<file path="src/rtl/dma_engine.sv">
// ---------------------------------------------------------------------------
// dma_engine
//
// Moves a block of elements between a host byte stream and the 32-bit
// unified buffer (UB).
//   H2T (dma_dir = 0): bytes from host_rx_* are packed little-endian into
//                      32-bit words and written to consecutive UB words.
//   T2H (dma_dir = 1): consecutive UB words are read and unpacked
//                      little-endian onto host_tx_*.
// The transfer size is dma_length elements of 1/2/4 bytes. A final partial
// word is zero-filled on writes. On reads, bytes past the end of the
// transfer are never presented.
//
// Ports
//   clk, rst_n                       clock, asynchronous active-low reset
//   dma_start                        command pulse, accepted only when idle
//   dma_dir, dma_ub_addr,            command fields
//   dma_length, dma_elem_sz
//   dma_busy                         high in every state except idle
//   dma_done, dma_err                one-cycle completion / error pulses
//   host_rx_valid/ready/data         H2T byte stream (engine is the sink)
//   host_tx_valid/ready/data         T2H byte stream (engine is the source)
//   ub_wr_en/addr/data               UB write port
//   ub_rd_en/addr, ub_rd_data        UB read port, data one cycle after enable
// ---------------------------------------------------------------------------
module dma_engine (
    input  logic        clk,
    input  logic        rst_n,
    input  logic        dma_start,
    input  logic        dma_dir,
    input  logic [7:0]  dma_ub_addr,
    input  logic [15:0] dma_length,
    input  logic [1:0]  dma_elem_sz,
    output logic        dma_busy,
    output logic        dma_done,
    output logic        dma_err,
    input  logic        host_rx_valid,
    output logic        host_rx_ready,
    input  logic [7:0]  host_rx_data,
    output logic        host_tx_valid,
    input  logic        host_tx_ready,
    output logic [7:0]  host_tx_data,
    output logic        ub_wr_en,
    output logic [7:0]  ub_wr_addr,
    output logic [31:0] ub_wr_data,
    output logic        ub_rd_en,
    output logic [7:0]  ub_rd_addr,
    input  logic [31:0] ub_rd_data
);

    typedef enum logic [2:0] {
        S_IDLE,
        S_H2T_RX,
        S_H2T_WR,
        S_T2H_RD,
        S_T2H_WAIT,
        S_T2H_TX,
        S_DONE
    } state_t;

    state_t      state;
    state_t      state_next;

    logic [7:0]  word_addr;
    logic [17:0] bytes_left;
    logic [1:0]  lane;
    logic [31:0] pack_word;
    logic [31:0] unpack_word;
    logic        err_flag;

    logic        cmd_ok;
    logic [17:0] byte_count;
    logic        rx_fire;
    logic        tx_fire;
    logic        last_byte;
    logic        word_end;

    // Widest case is 65535 elements of 4 bytes, which still fits in 18 bits.
    assign byte_count = {2'b00, dma_length} << dma_elem_sz;
    assign cmd_ok     = (dma_elem_sz != 2'd3) && (dma_length != 16'd0);

    assign rx_fire    = (state == S_H2T_RX) && host_rx_valid;
    assign tx_fire    = (state == S_T2H_TX) && host_tx_ready;
    assign last_byte  = (bytes_left == 18'd1);
    // The byte being transferred this cycle closes the current word.
    assign word_end   = (lane == 2'd3) || last_byte;

    // State register
    always_ff @(posedge clk or negedge rst_n) begin
        if (!rst_n) begin
            state <= S_IDLE;
        end else begin
            state <= state_next;
        end
    end

    // Next-state logic
    always_comb begin
        state_next = state;
        case (state)
            S_IDLE: begin
                if (dma_start) begin
                    if (!cmd_ok) begin
                        state_next = S_DONE;
                    end else if (dma_dir) begin
                        state_next = S_T2H_RD;
                    end else begin
                        state_next = S_H2T_RX;
                    end
                end
            end
            S_H2T_RX: begin
                if (rx_fire && word_end) begin
                    state_next = S_H2T_WR;
                end
            end
            S_H2T_WR: begin
                state_next = (bytes_left != 18'd0) ? S_H2T_RX : S_DONE;
            end
            S_T2H_RD:   state_next = S_T2H_WAIT;
            S_T2H_WAIT: state_next = S_T2H_TX;
            S_T2H_TX: begin
                if (tx_fire && word_end) begin
                    state_next = last_byte ? S_DONE : S_T2H_RD;
                end
            end
            S_DONE:  state_next = S_IDLE;
            default: state_next = S_IDLE;
        endcase
    end

    // Command, address, count and pack/unpack registers
    always_ff @(posedge clk or negedge rst_n) begin
        if (!rst_n) begin
            word_addr   <= 8'd0;
            bytes_left  <= 18'd0;
            lane        <= 2'd0;
            pack_word   <= 32'd0;
            unpack_word <= 32'd0;
            err_flag    <= 1'b0;
        end else begin
            case (state)
                S_IDLE: begin
                    if (dma_start) begin
                        word_addr  <= dma_ub_addr;
                        bytes_left <= cmd_ok ? byte_count : 18'd0;
                        lane       <= 2'd0;
                        pack_word  <= 32'd0;
                        err_flag   <= !cmd_ok;
                    end
                end
                S_H2T_RX: begin
                    if (rx_fire) begin
                        pack_word[{lane, 3'b000} +: 8] <= host_rx_data;
                        lane       <= lane + 2'd1;
                        bytes_left <= bytes_left - 18'd1;
                    end
                end
                S_H2T_WR: begin
                    // Clearing here leaves unwritten lanes of a final partial word at zero.
                    pack_word <= 32'd0;
                    lane      <= 2'd0;
                    if (bytes_left != 18'd0) begin
                        word_addr <= word_addr + 8'd1;
                    end
                end
                S_T2H_WAIT: begin
                    unpack_word <= ub_rd_data;
                    lane        <= 2'd0;
                end
                S_T2H_TX: begin
                    if (tx_fire) begin
                        lane       <= lane + 2'd1;
                        bytes_left <= bytes_left - 18'd1;
                        if (word_end && !last_byte) begin
                            word_addr <= word_addr + 8'd1;
                        end
                    end
                end
                S_DONE: begin
                    err_flag <= 1'b0;
                end
                default: begin
                end
            endcase
        end
    end

    // Outputs: decoded from state so that everything is zero while idle or in reset.
    always_comb begin
        dma_busy      = 1'b0;
        dma_done      = 1'b0;
        dma_err       = 1'b0;
        host_rx_ready = 1'b0;
        host_tx_valid = 1'b0;
        host_tx_data  = 8'd0;
        ub_wr_en      = 1'b0;
        ub_wr_addr    = 8'd0;
        ub_wr_data    = 32'd0;
        ub_rd_en      = 1'b0;
        ub_rd_addr    = 8'd0;
        case (state)
            S_IDLE: begin
            end
            S_H2T_RX: begin
                dma_busy      = 1'b1;
                host_rx_ready = 1'b1;
            end
            S_H2T_WR: begin
                dma_busy   = 1'b1;
                ub_wr_en   = 1'b1;
                ub_wr_addr = word_addr;
                ub_wr_data = pack_word;
            end
            S_T2H_RD: begin
                dma_busy   = 1'b1;
                ub_rd_en   = 1'b1;
                ub_rd_addr = word_addr;
            end
            S_T2H_WAIT: begin
                dma_busy = 1'b1;
            end
            S_T2H_TX: begin
                dma_busy      = 1'b1;
                host_tx_valid = 1'b1;
                host_tx_data  = unpack_word[{lane, 3'b000} +: 8];
            end
            S_DONE: begin
                dma_busy = 1'b1;
                dma_done = 1'b1;
                dma_err  = err_flag;
            end
            default: begin
            end
        endcase
    end

endmodule
</file>
<file path="config.mk">
export PLATFORM = sky130hd
export DESIGN_NAME = dma_engine
export DESIGN_NICKNAME = d
export VERILOG_FILES = /design/src/rtl/dma_engine.sv
export SDC_FILE = /design/constraint.sdc
export NUM_CORES = 1
export LEC_CHECK = 0
export CELL_PAD_IN_SITES_DETAIL_PLACEMENT = 2
export CELL_PAD_IN_SITES_GLOBAL_PLACEMENT = 2
export CORE_ASPECT_RATIO = 1.1
export CORE_MARGIN = 1
export CORE_UTILIZATION = 30
export DETAILED_ROUTE_END_ITERATION = 10
export PLACE_DENSITY = 0.79
export REMOVE_ABC_BUFFERS = 1
export SLEW_MARGIN = 20
export SYNTH_ARGS = -nofsm -noshare
export SYNTH_HDL_FRONTEND = slang
export SYNTH_SLANG_ARGS = --single-unit
</file>
<file path="constraint.sdc">
create_clock -name clk -period 2.6 [get_ports clk]
set_input_delay 0.39 -clock clk [delete_from_list [all_inputs] [get_ports clk]]
set_output_delay 0.39 -clock clk [all_outputs]
set_load 0.01 [all_outputs]
</file>
==> results.json, run 1 <==
{
  "status": "finished, final reports clean",
  "grt_pass1_wl_mm": 32.8,
  "startpoint_type": "flop",
  "hold_violations": 0,
  "finalCriticalPeriod_ns": 2.54,
  "rsz0062_at_grt": "yes",
  "setup_viol": 0,
  "synthTopCellsByArea": "dfrtp_1 (42%), mux2_2 (7.3%), and2_1 (5.6%), nand2_1 (4.7%), o21ai_0 (4.6%)",
  "yosys.area_share.simple_pct": 21.8,
  "synth-edff-count": 0,
  "yosysWarnings": 0,
  "grt_pass1_vias": 6087,
  "cts.sinks": 96,
  "cts_root_buf": "clkbuf_16",
  "grt-ovfl-total": 0,
  "synth-async-reset-ratio_pct": 100,
  "crit_fanout": 10,
  "routed_via_density": 5.37,
  "final_common_cell": "clkdlybuf4s50_1",
  "critical_path_class": "flop to output pin",
  "synth_top_area_cell": "dfrtp_1",
  "cts_buffer_depth": 2,
  "crit_arrival_ns": 2.15,
  "gp_congestion": 0.841,
  "synth_top_area_share_pct": 42.2,
  "htreeDepth": 3,
  "ioPinCount": 135,
  "power_mw": 7.95,
  "path_clk_slew_ns": 0.08,
  "synth_fa_ha_area_share_pct": 2.85,
  "drtAntennaViolNets": 0,
  "synth_compound_area_share_pct": 16.0,
  "numCtsBuffers": 9,
  "critPathCapture": "host_tx_data[7]",
  "max_cap_violations": 0,
  "core.rowCount": 52,
  "required_ns": 2.21,
  "tritoncts": "built",
  "grt_antenna_before_repair": 0,
  "worst_pin_slew_ns": 0.771,
  "syn_inst": 614,
  "die_area_um2": 19500,
  "crit_path_end_kind": "output pin",
  "n_fill_cell": 1984,
  "min_path_type": "input pin to asynchronous set/reset pin",
  "r2r-end": "bytes_left[17]$_DFFE_PN0P_",
  "final_cell_mix": "clkdlybuf4s50_1 (127), dfrtp_1 (95), nand2_1 (71), o21ai_0 (52), and2_1 (50)",
  "clock_latency_ns": 0.36,
  "drt_iter0_markers": 170,
  "nNetsFinal": 845,
  "synth_top_family_by_area": "simple AND/OR/NAND/NOR gates",
  "setup_ws_ns": 0.0572,
  "dp_slack_ns": -0.0944,
  "peakVddDrop_uv": 417,
  "synth.ff_latch_count": 96,
  "finalMaxSlewViolations": 0,
  "synthMuxAreaShare_pct": 13.0,
  "n_antenna_cell": 0,
  "rr_startpoint": "bytes_left[6]$_DFFE_PN0P_",
  "synth.distinct_cells": 56,
  "ff2ff_path_depth": 5,
  "fin_crit_sh_pct": 97.8,
  "synth_ff_type": "dfrtp_1",
  "io_buffers": 134,
  "yosysSeqAreaShare_pct": 42.2,
  "dp_hpwl_mm": 15.1,
  "relSlewSlack_pct": 48.3,
  "reg2reg_slack_ns": 0.16,
  "wirelength_mm": 20.1,
  "fin_skew_ns": 0.00599,
  "synth.cell_area_um2": 5700,
  "vias": 5417,
  "layout-drive-gt1-share_pct": 15.7,
  "powerDensity_nw_per_um2": 1010,
  "drc_errors": 0,
  "firstDrtPassIters": 4,
  "avgSynthCellArea_um2": 9.28,
  "die_x_um": 133,
  "die_h_um": 147,
  "initial_core_util_pct": 30.8,
  "grt_max_degree": 81,
  "syn2layout_area_growth_pct": 38.8,
  "critPathLaunch": "lane[0]$_DFFE_PN0P_",
  "grt_usage_pct": 21.4,
  "core_um2": 18500,
  "wl_per_cell_um": 19.9,
  "fmax_mhz": 393,
  "synth-xor-area-share_pct": 0,
  "leakagePower_nw": 3.23
}
[layer usage]
layer  GRT usage, %  wire (um)  vias up
met5              0          0        -
li1               -          -     2508
met1           24.5       8280     2757
met2           40.2      10900      120
met4           7.78        434        0
met3           2.74        515       32
[synth_stat cells (11+ instances only)]
master and count:
inv_1 23, ha_1 13, a211oi_1 11, a21oi_1 24, nor2_1 29, clkbuf_1 32
a22o_1 11, mux2i_1 12, dfrtp_1 96, and2_1 51, nand2_1 72, nor3_1 11
mux2_2 37, nand3_1 27, o21ai_0 52
[how the worst min path moves through the flow]
stage | start | end | slack (ns) | cells after the start
2_1_floorplan | rst_n | bytes_left[0]$_DFFE_PN0P_ | 0.09 | 0
3_3_place_gp | rst_n | word_addr[4]$_DFFE_PN0P_ | 0.28 | 1
3_5_place_dp | rst_n | word_addr[6]$_DFFE_PN0P_ | 0.29 | 1
4_1_cts | rst_n | word_addr[4]$_DFFE_PN0P_ | 0.46 | 2
5_1_grt | rst_n | word_addr[2]$_DFFE_PN0P_ | 0.51 | 2
6_report | rst_n | word_addr[5]$_DFFE_PN0P_ | 0.47 | 2
[worst max-delay path, cell delays in order (launching register included)]
cell and delay, ns:
dfrtp_2 0.46, buf_12 0.17, mux4_2 0.48, and2_1 0.17, clkdlybuf4s50_1 0.51
[sequential cells by signal, summed over array words and instances (netlist names)]
| signal | flops |
|---|---|
| bytes_left | 18 |
| err_flag | 1 |
| lane | 2 |
| pack_word | 32 |
| state | 3 |
| unpack_word | 32 |
| word_addr | 8 |
[where the power goes]
part           switching (mW)  internal, mW  leakage, nW
combinational            2.10          1.88         1.89
sequential              0.543          2.06         1.20
clock                   0.657         0.700        0.144
total                    3.30          4.65         3.23
[area by class of cell]
| class | instances | area, um2 | share of cell area (%) |
|---|---|---|---|
| Clock buffer | 10 | 239 | 3.02 |
| Clock inverter | 6 | 61.3 | 0.775 |
| Inverter | 23 | 88.8 | 1.12 |
| Multi-Input combinational cell | 455 | 3090 | 39.1 |
| Sequential cell | 96 | 2400 | 30.4 |
| Tap cell | 243 | 304 | 3.85 |
| Timing Repair Buffer | 175 | 1720 | 21.7 |
[logic make-up (layout without fill, tap and decap cells)]
kind of cell | Yosys count | in the layout
AND/OR/NAND/NOR | 240 | 240
buffers and inverters | 63 | 214
adder cells (fa/ha/maj) | 13 | 13
flip-flops | 96 | 96
AO/OA/AOI/OAI | 144 | 144
multiplexers | 58 | 58
[metrics by stage]
stage          utilization [%]  cells  hold WS (ns)  TNS, ns  cell area [um2]
2_1_floorplan                -    574        0.0944   -15.19             5550
3_3_place_gp              40.9    989         0.278        0             7550
3_5_place_dp              40.9    989         0.293   -0.245             7550
4_1_cts                   42.6   1006         0.463        0             7870
5_1_grt                   42.8   1008         0.505   -0.258             7910
6_report                  42.8   1008         0.466        0             7910
[repair_timing]
action | CTS | global route
hold endpoints to repair | 16 | 0
endpoints found under the setup margin | 44 | 43
hold buffers | 1 | 0
cloned | 0 | 0
gates resized for setup | 9 | 8
setup buffers | 0 | 2
No activity file was read; power rests on OpenSTA's default activity.
==> run 2: changes to the inputs <==
--- a/config.mk
+++ b/config.mk
@@ -5,6 +5,7 @@
 export SDC_FILE = /design/constraint.sdc
 export NUM_CORES = 1
 export LEC_CHECK = 0
+export CAP_MARGIN = 0
 export CELL_PAD_IN_SITES_DETAIL_PLACEMENT = 2
 export CELL_PAD_IN_SITES_GLOBAL_PLACEMENT = 2
 export CORE_ASPECT_RATIO = 1.1
==> results of run 2 <==
Same layout as run 1: the final DEF is identical, and so are final timing and power.
